<file path="config.mk">
export PLATFORM = sky130hd
export DESIGN_NAME = mastermind_code_sampler_flat
export DESIGN_NICKNAME = d
export VERILOG_FILES = /design/src/rtl/mastermind_pkg.sv /design/src/rtl/mastermind_code_sampler_if.sv /design/src/rtl/mastermind_code_sampler_color_in_use.sv /design/src/rtl/mastermind_code_sampler.sv /design/src/flat_wrapper.sv
export SDC_FILE = /design/constraint.sdc
export NUM_CORES = 1
export LEC_CHECK = 0
export CAP_MARGIN = 5
export CORE_MARGIN = 4
export CORE_UTILIZATION = 35
export CTS_BUF_LIST = sky130_fd_sc_hd__clkbuf_4 sky130_fd_sc_hd__clkbuf_8
export DETAILED_ROUTE_END_ITERATION = 7
export DONT_BUFFER_PORTS = 1
export REMOVE_ABC_BUFFERS = 1
export SYNTH_ARGS = -nofsm -noshare
export SYNTH_HDL_FRONTEND = slang
export SYNTH_SLANG_ARGS = --single-unit
</file>
<file path="constraint.sdc">
create_clock -name clk -period 1.56 [get_ports clk]
set_clock_uncertainty 0.15 [all_clocks]
set_input_delay 0.234 -clock clk [delete_from_list [all_inputs] [get_ports clk]]
set_output_delay 0.234 -clock clk [all_outputs]
set_load 0.05 [all_outputs]
</file>
<file path="src/rtl/mastermind_pkg.sv">
// -----------------------------------------------------------------------------
// mastermind_pkg
//   Shared types and defaults for the Mastermind code sampler and the guess
//   scorer. The game is built around NUM_PEGS_DEF pegs drawn from
//   NUM_COLORS_DEF colours. PEG_W and color_t describe one peg at the default
//   colour count. Blocks that take their own NUM_COLORS parameter derive their
//   own peg width from it.
// -----------------------------------------------------------------------------
package mastermind_pkg;

  localparam int NUM_PEGS_DEF   = 4;
  localparam int NUM_COLORS_DEF = 6;
  localparam int PEG_W          = $clog2(NUM_COLORS_DEF);
  localparam int LFSR_W         = 10;

  typedef logic [PEG_W-1:0] color_t;

  typedef enum logic [1:0] {
    IDLE   = 2'd0,
    SAMPLE = 2'd1,
    DONE   = 2'd2
  } sampler_state_e;

endpackage

</file>
<file path="src/rtl/mastermind_code_sampler_if.sv">
// -----------------------------------------------------------------------------
// mastermind_code_sampler_if
//   Bundle between the LFSR / game FSM side (master) and the code sampler
//   (slave).
//   lfsr_in    master->slave  current LFSR output
//   start      master->slave  one-cycle request for a new secret code
//   busy       slave->master  sampling in progress
//   code       slave->master  peg i in code[i*PEG_W +: PEG_W]
//   code_valid slave->master  code complete and stable
//   code_error slave->master  sampling aborted after too many rejections
// -----------------------------------------------------------------------------
interface mastermind_code_sampler_if #(
  parameter int NUM_PEGS = 4,
  parameter int PEG_W    = 3
);
  logic [9:0]                lfsr_in;
  logic                      start;
  logic                      busy;
  logic [NUM_PEGS*PEG_W-1:0] code;
  logic                      code_valid;
  logic                      code_error;

  modport master (
    output lfsr_in, start,
    input  busy, code, code_valid, code_error
  );

  modport slave (
    input  lfsr_in, start,
    output busy, code, code_valid, code_error
  );
endinterface

</file>
<file path="src/rtl/mastermind_code_sampler_color_in_use.sv">
// -----------------------------------------------------------------------------
// color_in_use
//   Combinational duplicate check. It flags whether candidate colour cand_i
//   already appears in any of the pegs placed so far, which are pegs
//   0..idx_i-1. Pegs at or above idx_i are not yet placed and are ignored.
//   cand_i  candidate colour
//   pegs_i  all peg slots, slot i = pegs_i[i]
//   idx_i   number of pegs already accepted
//   dup_o   1 if cand_i matches an accepted peg
// -----------------------------------------------------------------------------
module color_in_use #(
  parameter int NUM_PEGS = 4,
  parameter int PW       = 3,
  parameter int IDX_W    = 2
) (
  input  logic [PW-1:0]                cand_i,
  input  logic [NUM_PEGS-1:0][PW-1:0]  pegs_i,
  input  logic [IDX_W-1:0]             idx_i,
  output logic                         dup_o
);

  always_comb begin
    dup_o = 1'b0;
    for (int i = 0; i < NUM_PEGS; i++) begin
      if ((IDX_W'(i) < idx_i) && (pegs_i[i] == cand_i)) dup_o = 1'b1;
    end
  end

endmodule

</file>
<file path="src/rtl/mastermind_code_sampler.sv">
// -----------------------------------------------------------------------------
// mastermind_code_sampler
//   Builds the secret Mastermind code from the LFSR stream. It uses rejection
//   sampling so that every colour is equally likely. While sampling, each
//   cycle takes the low PEG_W bits of the LFSR as a candidate colour. The
//   candidate is accepted when it is a legal colour and, with NO_REPEAT=1,
//   does not already appear in the code. MAX_REJECTS rejections in one code
//   abort the run with code_error. This catches a stuck LFSR.
//   clk    clock
//   Reset  synchronous, active-high reset
//   bus    slave side of mastermind_code_sampler_if:
//          lfsr_in/start in; busy/code/code_valid/code_error out
// -----------------------------------------------------------------------------
module mastermind_code_sampler
  import mastermind_pkg::*;
#(
  parameter int NUM_PEGS    = NUM_PEGS_DEF,
  parameter int NUM_COLORS  = NUM_COLORS_DEF,
  parameter int NO_REPEAT   = 0,
  parameter int MAX_REJECTS = 64
) (
  input  logic                       clk,
  input  logic                       Reset,
  mastermind_code_sampler_if.slave   bus
);

  localparam int PW    = (NUM_COLORS > 1) ? $clog2(NUM_COLORS) : 1;
  localparam int IDX_W = (NUM_PEGS > 1)   ? $clog2(NUM_PEGS)   : 1;
  localparam int REJ_W = $clog2(MAX_REJECTS + 1);

  // Parameter sets that cannot work are stopped at elaboration.
  if (NO_REPEAT != 0 && NUM_COLORS < NUM_PEGS) begin : g_bad_norepeat
    $error("mastermind_code_sampler: NO_REPEAT needs NUM_COLORS >= NUM_PEGS");
  end
  if (NUM_COLORS > 8 || NUM_COLORS < 2) begin : g_bad_colors
    $error("mastermind_code_sampler: NUM_COLORS must be in 2..8");
  end
  if (NUM_PEGS < 2) begin : g_bad_pegs
    $error("mastermind_code_sampler: NUM_PEGS must be at least 2");
  end
  if (MAX_REJECTS < 1) begin : g_bad_rej
    $error("mastermind_code_sampler: MAX_REJECTS must be at least 1");
  end

  sampler_state_e              state_q, state_d;
  logic [NUM_PEGS-1:0][PW-1:0] pegs_q, pegs_d;
  logic [IDX_W-1:0]            idx_q, idx_d;
  logic [REJ_W-1:0]            rej_q, rej_d;
  logic                        err_q, err_d;

  logic [PW-1:0] cand;
  logic          in_range;
  logic          dup;
  logic          accept;

  assign cand     = bus.lfsr_in[PW-1:0];
  // The extra bit lets NUM_COLORS == 2**PW compare without overflow.
  assign in_range = ({1'b0, cand} < (PW+1)'(NUM_COLORS));

  color_in_use #(
    .NUM_PEGS (NUM_PEGS),
    .PW       (PW),
    .IDX_W    (IDX_W)
  ) u_color_in_use (
    .cand_i (cand),
    .pegs_i (pegs_q),
    .idx_i  (idx_q),
    .dup_o  (dup)
  );

  assign accept = in_range && ((NO_REPEAT == 0) || !dup);

  always_ff @(posedge clk) begin
    if (Reset) begin
      state_q <= IDLE;
      pegs_q  <= '0;
      idx_q   <= '0;
      rej_q   <= '0;
      err_q   <= 1'b0;
    end else begin
      state_q <= state_d;
      pegs_q  <= pegs_d;
      idx_q   <= idx_d;
      rej_q   <= rej_d;
      err_q   <= err_d;
    end
  end

  always_comb begin
    state_d = state_q;
    pegs_d  = pegs_q;
    idx_d   = idx_q;
    rej_d   = rej_q;
    err_d   = err_q;
    case (state_q)
      IDLE, DONE: begin
        if (bus.start) begin
          state_d = SAMPLE;
          pegs_d  = '0;
          idx_d   = '0;
          rej_d   = '0;
          err_d   = 1'b0;
        end
      end
      SAMPLE: begin
        // start is ignored here. A run in progress always completes or aborts.
        if (accept) begin
          pegs_d[idx_q] = cand;
          if (idx_q == IDX_W'(NUM_PEGS - 1)) state_d = DONE;
          else                               idx_d   = idx_q + IDX_W'(1);
        end else begin
          // The counter stops at MAX_REJECTS because the state leaves SAMPLE.
          rej_d = rej_q + REJ_W'(1);
          if (rej_q == REJ_W'(MAX_REJECTS - 1)) begin
            state_d = DONE;
            err_d   = 1'b1;
          end
        end
      end
      default: state_d = IDLE;
    endcase
  end

  assign bus.busy       = (state_q == SAMPLE);
  assign bus.code       = pegs_q;
  assign bus.code_valid = (state_q == DONE) && !err_q;
  assign bus.code_error = err_q;

endmodule

</file>
<file path="src/flat_wrapper.sv">
// flat-port wrapper written by rule: the top's interface ports become plain ports
module mastermind_code_sampler_flat import mastermind_pkg::*;
#(
  parameter int NUM_PEGS    = NUM_PEGS_DEF,
  parameter int NUM_COLORS  = NUM_COLORS_DEF,
  parameter int NO_REPEAT   = 0,
  parameter int MAX_REJECTS = 64
)
  (clk, Reset, bus_lfsr_in, bus_start, bus_busy, bus_code, bus_code_valid, bus_code_error);
  mastermind_code_sampler_if #(.NUM_PEGS(NUM_PEGS), .PEG_W(3)) bus_i ();
  input  logic clk;
  input  logic Reset;
  input wire logic [$bits(bus_i.lfsr_in)-1:0] bus_lfsr_in;
  input wire logic [$bits(bus_i.start)-1:0] bus_start;
  output wire logic [$bits(bus_i.busy)-1:0] bus_busy;
  output wire logic [$bits(bus_i.code)-1:0] bus_code;
  output wire logic [$bits(bus_i.code_valid)-1:0] bus_code_valid;
  output wire logic [$bits(bus_i.code_error)-1:0] bus_code_error;
  assign bus_i.lfsr_in = bus_lfsr_in;
  assign bus_i.start = bus_start;
  assign bus_busy = bus_i.busy;
  assign bus_code = bus_i.code;
  assign bus_code_valid = bus_i.code_valid;
  assign bus_code_error = bus_i.code_error;
  mastermind_code_sampler #(.NUM_PEGS(NUM_PEGS), .NUM_COLORS(NUM_COLORS), .NO_REPEAT(NO_REPEAT), .MAX_REJECTS(MAX_REJECTS)) u_core (.clk(clk), .Reset(Reset), .bus(bus_i));
endmodule
</file>
==> flow_summary.rst <==
.. list-table::
   :header-rows: 1

   * - Metric
     - Value
   * - Status
     - finished, final reports clean
   * - Cells on Worst Hold Path
     - 2
   * - Largest stage delay on the critical path
     - 0.38 ns
   * - Final nets
     - 181
   * - Number of storage elements in the synthesis netlist
     - 24
   * - Smallest hold slack
     - 0.00753 ns
   * - Number of global-route vias before repair
     - 1150
   * - CTS max path bufs
     - 2
   * - Share of synthesized area occupied by flip-flops and latches
     - 35.1%
   * - Critical register-to-register path endpoint
     - u_core.rej_q[6]$_SDFFE_PP0P_
   * - Actual slew at the worst max-slew pin
     - 0.624 ns
   * - Effective utilization at floorplan
     - 36.9%
   * - Achievable clock frequency
     - 0.670 GHz
   * - IO Count
     - 28
   * - Reg-to-reg slack, setup
     - 0.08 ns
   * - Max Cap Violations
     - 0
   * - Met1 capacity usage during global routing
     - 17.2%
   * - Placed insts
     - 203
   * - Predominant post-synthesis flop cell
     - dfxtp_1
   * - Die Wd
     - 70.6 um
   * - Cell area after synthesis
     - 0.00137 mm2
   * - Reg-to-reg critical path startpoint
     - u_core.state_q[0]$_SDFFE_PP0P_
   * - HPWL after detailed placement
     - 2260 um
   * - Xor/xnor share of the synthesized area
     - 0.639%
   * - IO Port Bufs
     - 0
   * - Total Die Area
     - 0.00498 mm2
   * - Leading post-synthesis cells by cell area
     - dfxtp_1 (35%), o311ai_2 (9.5%), a21oi_1 (6.2%)
   * - Maximum fanout encountered on the critical timing path
     - 7
   * - Endpoint of the worst hold-timing path
     - u_core.rej_q[4]$_SDFFE_PP0P_
   * - Final Non-Filler Cells
     - 210
   * - Worst Setup Slack post-DPL
     - 0.0362 ns
   * - Setup ws final
     - 0.0664 ns
   * - Placer Congestion
     - 0.821
   * - Number of nets still failing antenna checks after routing
     - 0
   * - Worst-path cell with the longest stage delay
     - dfxtp_4
   * - Number of enable flip-flop cells after synthesis
     - 0
   * - Critical hold path startpoint
     - Reset
   * - Final period util
     - 95.7%
   * - CTS sink count
     - 24
   * - Total track usage
     - 13.2%
   * - Data required time at the worst endpoint
     - 1.18 ns
   * - Detailed Route WL
     - 3300 um
   * - Global-route wire length before repair
     - 5380 um
   * - Number of detailed-route iterations in the first pass
     - 5
   * - Worst path arrival time
     - 1.11 ns
   * - CTS Buf Count
     - 3
   * - Remaining max-slew budget at the tightest pin
     - 58.4%
   * - Post-Syn Instances
     - 140
   * - Yosys warning count
     - 0
   * - M2 GR Usage
     - 20.4%
   * - Worst reg2reg path depth
     - 3
   * - Busiest layer in global routing
     - met2
   * - Top-area cell type share of the netlist area
     - 35.1%
   * - Number of max-slew violations in the final report
     - 0
   * - Via count of the routed design
     - 1205
   * - Total count of hold-check failures in the final report
     - 0
   * - Worst-skew pair later-pin latency
     - 0.26 ns
   * - Leakage Power
     - 0.606 nW
   * - Worst Setup Path Type
     - reg2out
   * - Antenna violations before repair
     - 0
   * - Master cell of the clock root buffer
     - clkbuf_8
   * - Synth Area in Adders
     - 4.57%
   * - Leading cell type by number of instances after synthesis
     - dfxtp_1
   * - Avg Vias per Cell
     - 5.74
   * - Largest area contributor in the netlist
     - dfxtp_1
   * - Portion of netlist area occupied by mux cells
     - 4.02%
   * - Floorplan core area
     - 0.00372 mm2
   * - Final routed wire length divided by cell count
     - 15.7 um
   * - Dominant combinational cell family by area after synthesis
     - compound AO/OA/AOI/OAI gates
   * - Post-synthesis cell type count
     - 41
   * - Setup crit end kind
     - primary output
   * - CP Cell Sequence
     - nand2b_4, inv_2, buf_12, buf_12
   * - Clock tree from TritonCTS
     - done
   * - Crit path top cell by count
     - buf_12
   * - Area growth from synthesis to layout
     - 24.6%
   * - Count of standard-cell rows
     - 22
   * - Post-route DRC
     - 0
   * - Share of synthesized registers carrying an async set or reset
     - 0%
   * - Iteration-0 DRC count of the detailed router
     - 92
   * - Total congestion overflow after global routing
     - 0
   * - Worst min-delay path category
     - in2reg
   * - Synth Area in Simple Gates
     - 23.2%
   * - Clock-pin slew of the registers on the worst-case setup and hold paths
     - 0.08 ns
   * - Final Critical Period
     - 1.49 ns
   * - Number of inserted diodes
     - 0
   * - Worst Setup Start Kind
     - register
   * - Post-layout utilization of the core
     - 45.9%
   * - Maximum number of pins on one net before global-route repair
     - 26
   * - Synthesized area per cell
     - 9.79 um2
   * - Pwr Density
     - 760 mW/mm2
   * - Count of endpoints failing setup in the final report
     - 0
   * - Compound-gate portion of the synthesized area
     - 24.0%
   * - Peak supply drop
     - 0.271 mV
   * - GR Layer Usage met3
     - 2.56%
   * - Fraction of final layout cells with drive strength greater than 1
     - 37.0%
   * - Top cells by count, synth
     - dfxtp_1 (24), a21oi_1 (17), nand2_1 (10), nand3_1 (9), o311ai_2 (8)
   * - H-tree depth reported by CTS
     - 1
   * - Height of the chip
     - 70.6 um
flip-flops by register name, summed over array words and instances (netlist names):
name / cells
u_core.bus.code: 12
u_core.bus.code_error: 1
u_core.idx_q: 2
u_core.rej_q: 7
u_core.state_q: 2
routing by layer:
layer,up-vias,wire length [um]
li1,575,-
met1,588,1450
met2,38,1580
met3,4,218
met4,0,53
met5,-,0
critical path: cells and delay by family, from the launching register on:
family / cells / cell delay (ns)
buf+inv: 3 / 0.31
simple gates: 1 / 0.15
flops: 1 / 0.38
final cells by class:
type                       count  area (um2)
fill                         356        2010
multi-input combinational     98         816
sequential                    24         490
timing repair buffer          28         255
tap                           48        60.1
clock buffer                   4        55.1
inverter                       8        30.0
where the power goes:
part | switching (mW) | internal, mW
clock | 0.199 | 0.225
combinational | 0.147 | 0.0870
sequential | 0.0162 | 0.622
total | 0.362 | 0.935
metrics by stage:
stage / instance area (um2) / TNS, ns / power, mW
after floorplan: 1280 / -0.692 / 0.778
after global placement: 1570 / 0 / 0.857
after detailed placement: 1570 / 0 / 0.863
after CTS: 1660 / 0 / 1.30
after global routing: 1710 / -0.00980 / 1.35
final: 1710 / 0 / 1.30
timing repair:
| item | in CTS | in global routing |
|---|---|---|
| endpoints found under the setup margin | 2 | 8 |
| pin swaps | 0 | 0 |
| gates resized for setup | 4 | 9 |
| buffers inserted | 0 | 1 |
| endpoints found under the hold margin | 18 | 0 |
| hold buffers | 2 | 0 |
worst max path at each step:
stage,start,slack [ns],endpoint,cells after the start
after global placement,u_core.state_q[0]$_SDFFE_PP0P_,0.07,u_core.rej_q[6]$_SDFFE_PP0P_,3
after detailed placement,u_core.state_q[0]$_SDFFE_PP0P_,0.04,u_core.rej_q[6]$_SDFFE_PP0P_,3
after CTS,u_core.state_q[1]$_SDFFE_PP0P_,0.01,bus_busy,4
after global routing,u_core.idx_q[0]$_SDFFE_PP0P_,-0.004,u_core.bus.code[8]$_SDFFE_PP0P_,5
after floorplan,u_core.bus.code_error$_SDFFE_PP0P_,-0.53,bus_code_valid,1
final,u_core.state_q[1]$_SDFFE_PP0P_,0.07,bus_busy,4
cell usage in the layout (no fill, tap or decap), types with 2 or more instances in the layout:
master and instances:
buf_12 3, dfxtp_2 2, dfxtp_4 2, o311ai_1 3, nand3_1 9, nand2b_4 2, and4bb_2 2, nor2_1 3
inv_1 6, o311ai_2 11, buf_4 23, nor3_1 2, ha_1 3, clkbuf_8 4, nand4_1 7, a21oi_1 17
or3_1 4, dfxtp_1 20, nand2_1 10, mux2i_1 4
logic make-up (layout without fill, tap and decap cells):
logic type | Yosys count | after routing
AND/OR/NAND/NOR | 49 | 49
AO/OA/AOI/OAI | 38 | 38
flip-flops | 24 | 24
buffers and inverters | 18 | 40
adder cells (fa/ha/maj) | 5 | 5
multiplexers | 5 | 5
XOR/XNOR | 1 | 1
Note: power is estimated with default switching activity, not from simulation.
